$ cat src/rtl/adder_4bit.sv
// Ripple-carry adder with a combinational sum and a one-cycle registered copy.
// Define ADDER_STATUS_EN to add registered zero/signed-overflow flags.
module adder_4bit #(
    parameter int WIDTH = 4
) (
    output logic [WIDTH-1:0] s,
    output logic             c_out,
    input  logic             c_in,
    input  logic [WIDTH-1:0] x,
    input  logic [WIDTH-1:0] y,
    input  logic             clk,
    input  logic             rst,
    input  logic             in_valid,
    output logic [WIDTH:0]   sum_q,
    output logic             valid_q
`ifdef ADDER_STATUS_EN
    ,
    output logic             zero_q,
    output logic             ovf_q
`endif
);

    logic [WIDTH:0]   w_carry;
    logic [WIDTH-1:0] w_sum;
    logic [WIDTH:0]   r_sum;
    logic             r_valid;

    assign w_carry[0] = c_in;

    // One full-adder cell per bit; carry of bit gi feeds bit gi+1.
    generate
        for (genvar gi = 0; gi < WIDTH; gi++) begin : g_fa
            logic w_p;
            assign w_p            = x[gi] ^ y[gi];
            assign w_sum[gi]      = w_p ^ w_carry[gi];
            assign w_carry[gi+1]  = (x[gi] & y[gi]) | (w_carry[gi] & w_p);
        end
    endgenerate

    assign s     = w_sum;
    assign c_out = w_carry[WIDTH];

    always_ff @(posedge clk) begin
        if (rst) begin
            r_sum   <= '0;
            r_valid <= 1'b0;
        end else begin
            r_valid <= in_valid;
            if (in_valid) begin
                r_sum <= {w_carry[WIDTH], w_sum};
            end
        end
    end

    assign sum_q   = r_sum;
    assign valid_q = r_valid;

`ifdef ADDER_STATUS_EN
    logic r_zero;
    logic r_ovf;

    // Zero looks only at the WIDTH-bit sum; overflow is carry-in vs carry-out of the MSB.
    always_ff @(posedge clk) begin
        if (rst) begin
            r_zero <= 1'b0;
            r_ovf  <= 1'b0;
        end else if (in_valid) begin
            r_zero <= (w_sum == '0);
            r_ovf  <= w_carry[WIDTH-1] ^ w_carry[WIDTH];
        end
    end

    assign zero_q = r_zero;
    assign ovf_q  = r_ovf;
`endif

endmodule

$ cat config.mk
export PLATFORM = sky130hd
export DESIGN_NAME = adder_4bit
export DESIGN_NICKNAME = d
export VERILOG_FILES = /design/src/rtl/adder_4bit.sv
export SDC_FILE = /design/constraint.sdc
export NUM_CORES = 1
export LEC_CHECK = 0
export CORE_AREA = 2 2 39 41
export CTS_BUF_LIST = sky130_fd_sc_hd__clkbuf_16
export DETAILED_ROUTE_END_ITERATION = 16
export DIE_AREA = 0 0 41 43
export PLACE_DENSITY = 0.58
export SKIP_CTS_REPAIR_TIMING = 1
export SYNTH_ARGS = -nofsm -noshare
export SYNTH_HDL_FRONTEND = slang
export SYNTH_SLANG_ARGS = --single-unit
export TNS_END_PERCENT = 10
$ cat constraint.sdc
create_clock -name clk -period 2.73 [get_ports clk]
set_clock_uncertainty 0.15 [all_clocks]
set_input_delay 0.4095 -clock clk [delete_from_list [all_inputs] [get_ports clk]]
set_output_delay 0.4095 -clock clk [all_outputs]
set_load 0.01 [all_outputs]
Word-level counts from Yosys, hierarchy flattened

Index checks and enable logic that the tools add are counted.
Widths: inputs -> output; s select.

Bits in registers: 6
Latch bits: 0
RAM bits: 0
Memory bits (read-only): 0
Output and inout bits: 11
Memories: 0

Add/sub/neg operators: 0
Multipliers: 0
Divide/modulo/power cells: 0
Order comparisons: 0
Equal/unequal tests: 0
Shifts and indexed selects: 0
Multiplexer cells: 0
Bitwise operators: 20
Reductions and logical operators: 0

Operators by type and width:

| operator    | count |
|---|---|
| $and 1x1->1 | 8 |
| $xor 1x1->1 | 8 |
| $or 1x1->1  | 4 |

Longest topological paths before layout

Word-level depth: 9
Depth in mapped cells: 8
Depth with buffers taken out: 8

Worst setup path before layout

OpenSTA, ideal clock, no wires.

Path kind: input to output
Start point: input y[0]
End point: output s[3]
Arrival: 2.006 ns
Path slack: 0.165 ns
Stages: 8
Path buffers: 0
Path through: fa_1 -> inv_1 -> fa_1 -> inv_1 -> fa_1 -> inv_1 -> fa_1 -> inv_1

Longest elaborated chain between the ends: 8

RTL lines:

| element            | RTL line | source |
|---|---|---|
| start: declaration | 10       | `input logic [WIDTH-1:0] y,` |
| $xor 1x1->1        | 34       | `assign w_p = x[gi] ^ y[gi];` |
| $and 1x1->1        | 36       | `assign w_carry[gi+1] = (x[gi] & y[gi]) \| (w_carry[gi] & w_p);` |
| $or 1x1->1 (*)     | 36       |  |
| $and 1x1->1 (*)    | 36       |  |
| $or 1x1->1 (*)     | 36       |  |
| $and 1x1->1 (*)    | 36       |  |
| $or 1x1->1 (*)     | 36       |  |
| $xor 1x1->1 (*)    | 35       | `assign w_sum[gi] = w_p ^ w_carry[gi];` |
| end: declaration   | 6        | `output logic [WIDTH-1:0] s,` |

Every way passes the cells marked *; elsewhere a longest branch is shown, timed or not.

Worst setup path after layout

Ends and elaborated chain as after synthesis.

==> results.md <==
- The number of hold-slack violations in the final timing report is 0.
- In this run, the number of DRC markers left after iteration 0 of detailed routing was 3.
- Row generation in the floorplan step produced 14 rows.
- The pin count of the biggest net entering global routing is 10.
- The largest fanout of any net on the critical path is 2.
- Static timing analysis puts the maximum clock frequency at 0.3592 GHz.
- The latest clock arrival within the worst-skew pair is 0.22 ns.
- The worst-margin pin slew is 0.4133 ns.
- For this run the aggregate overflow at the end of global routing stands at 0.
- The worst reg2reg path endpoint is sum_q[1].
- Clock-pin slew was measured on the worst setup and hold paths at 0.03 ns.
- The antenna violation net count after detailed routing is 0.
- The die covers 1763 um^2.
- When the netlist entered floorplanning its net count stood at 48.
- The per-instance average area after synthesis is 10.36 um^2.
- The category of the most critical setup path is primary input to output pin.
- After detailed routing, the average wire length per cell comes to 9.789 um.
- The number of buffers inserted during clock tree synthesis is 3.
- The via count of the first global-routing pass was 282.
- The startpoint of the most critical hold path is sum_q[0].
- The design internal power is 0.0003529 W.
- The clock group share of total power is 0.523.
- The congestion estimate from routability-driven global placement came to 0.5613.
- The setup slack after placement is -0.8462 ns.
- The final reports fail on negative setup slack.
- The post-synthesis cell type count is 8.
- STA classifies the critical path startpoint as a primary input.
- The kind of end point of the critical path is an output pin.
- Setup repair after global routing could not meet its margin everywhere.
- The Yosys step of the flow raised 0 warnings.
- The number of iterations in the first detailed-routing pass is 4.
- In this run the tightest slew margin relative to its limit is 0.7236.
- In this run the standard cell core region covers 1384 um^2.
- The final-layout setup total negative slack is -0.05414 ns.
- The sequential fraction of the synthesis area is 0.3623.
- The cell chosen for the clock root is clkbuf_16.
- Input and output buffers added on the ports amount to 22.
- The sequential fraction of design power is 0.222.
- The initial antenna violation count is 0.
- The sum of internal, switching and leakage power is 0.0004483 W.
- In the layout the commonest cells are clkdlybuf4s50_1 (14), inv_1 (6), dfxtp_1 (6).
- The instance count along the most critical hold path is 2.
- Setup slack on the worst reg-to-reg path comes out at 1.96 ns.
- The areal power density over the cells is 669.7 nW/um^2.
- The flow ran to the end, but the final reports show violations.
- The number of inserted diodes is 0.
- In this run the number of H-tree levels came out at 1.
- Leaving out fill and tap cells, the most frequent cell in the layout is clkdlybuf4s50_1.
- The max-capacitance violation count is 0.
- Once layout is complete, the utilization of the core stands at 0.4837.
- The gate count of the mapped netlist is 32.
- Of the available clock period, the critical path in the final layout requires 1.020.
- In the routed layout, each cell is associated on average with a via count of 4.000.
- For this configuration, the core starts out at a cell density of 0.2396.
- The ratio of cells with drive above 1 in the final layout is 0.3500.
- The count of final max-slew check failures is 0.
- The mapped netlist covers 331.6 um^2.
- The switching part of the total power is 0.2128.
- The post-route DRC violation count is 0.
- The global-route wire length before repair is 1.104 mm.
- Clock tree synthesis found a total of 6 sinks.
- The endpoint of the worst hold path is sum_q[0].
- The class of the worst hold path is flop to flop.
- Data on the critical path is required at its endpoint by 2.17 ns.
- During I/O placement, the number of pins put on the boundary was 23.
- The largest vdd supply drop is 0.0003840 V.
- TritonCTS built the clock tree.
- The synthesis-to-layout area growth is 101.9%.
- The overall routing resource usage is 0.09960.
- Once routing completed, OpenROAD measured the worst setup slack at -0.05414 ns.
- The number of nets in the final layout is 78.
- The die is 43 um tall.
- No sink is reached through more buffers than the 2 on the longest clock path.
- The portion of total power attributed to combinational logic is 0.254.
- The width of the die is 41 um.
- The source of the worst register-to-register timing path is sum_q[1].
- Counting I/O delays and the setup requirement, the final critical path takes 2.784 ns.
- The register bit count reported by yosys is 6.
- Counting cells, the worst reg-to-reg path comes to 2.
- Wires add up to 744 um.
- Setup violations remaining at the end of the flow were counted as 1.
- The endpoint arrival time on the critical path is 2.22 ns.
- The static leakage power is 0.3345 nW.
- The detailed router placed 304 vias in this run.
- The reported net switching power is 0.00009538 W.
- After legalization and detailed placement, the total HPWL measured 550.7 um.
==> state kept, by name (all words and copies together), names as in the netlist <==
name and flops:
valid_q 1, sum_q 5
==> routing by layer <==
metal	part of all wire	up-vias	global-route usage
met5	0	-	0
met4	0	0	0.04000
met3	0.10	0	0.07853
met2	0.54	12	0.1469
met1	0.35	141	0.1003
li1	-	151	-
==> Yosys cell counts <==
library cell,number,area [um^2]
mux2i_1,2,20.02
buf_6,1,11.26
nor2_1,5,18.77
nor2b_1,1,6.260
inv_1,10,37.54
dfxtp_1,6,120.1
fa_1,4,80.08
a211oi_2,3,37.54
==> final cells by class <==
type | count | area, um^2
timing repair buffer | 26 | 246.5
tap | 16 | 20.02
fill | 141 | 714.4
clock buffer | 3 | 75.07
inverter | 10 | 37.54
sequential | 6 | 120.1
multi-input combinational | 15 | 170.2
==> how the worst max path moves through the flow <==
stage	slack, ns	cells after the start	start	endpoint
floorplan	0.16	8	y[0]	s[3]
global placement	-0.80	10	y[0]	s[3]
detailed placement	-0.85	10	y[0]	s[3]
CTS	-0.84	10	y[0]	s[3]
global route	-0.13	10	y[0]	s[3]
finish	-0.05	10	y[0]	s[3]
==> power by group through the flow <==
stage | combinational [W] | clock, W | sequential [W]
finish | 0.000114 | 0.000235 | 0.0000997
global placement | 0.000119 | 0 | 0.000101
detailed placement | 0.000118 | 0 | 0.000101
global route | 0.000125 | 0.000246 | 0.000101
floorplan | 0.0000418 | 0 | 0.000105
CTS | 0.000119 | 0.000240 | 0.0000998
==> cell families (layout without fill, tap and decap cells) <==
logic type                 Yosys count  in the layout  share of synthesized area
buffers and inverters               11             39                     0.1472
DFF                                  6              6                     0.3623
and+or+nand+nor                      6              6                    0.07549
adders and majority gates            4              4                     0.2415
AOI/OAI and AO/OA                    3              3                     0.1132
muxes                                2              2                    0.06038
==> metrics by stage <==
stage               hold slack, ns  area, um^2  instances
floorplan                   0.3311       331.6         32
detailed placement          0.3400       590.6         73
CTS                         0.3482       665.6         76
global route                0.3950       669.4         76
global placement            0.3224       590.6         73
finish                      0.3429       669.4         76
==> critical path, cell delays in order <==
cell and delay [ns]:
buf_6 0.09, fa_2 0.37, inv_2 0.07, fa_2 0.19, inv_2 0.04, fa_2 0.37
inv_2 0.06, fa_1 0.43, inv_1 0.06, buf_2 0.12
No activity file was read; power rests on OpenSTA's default activity.
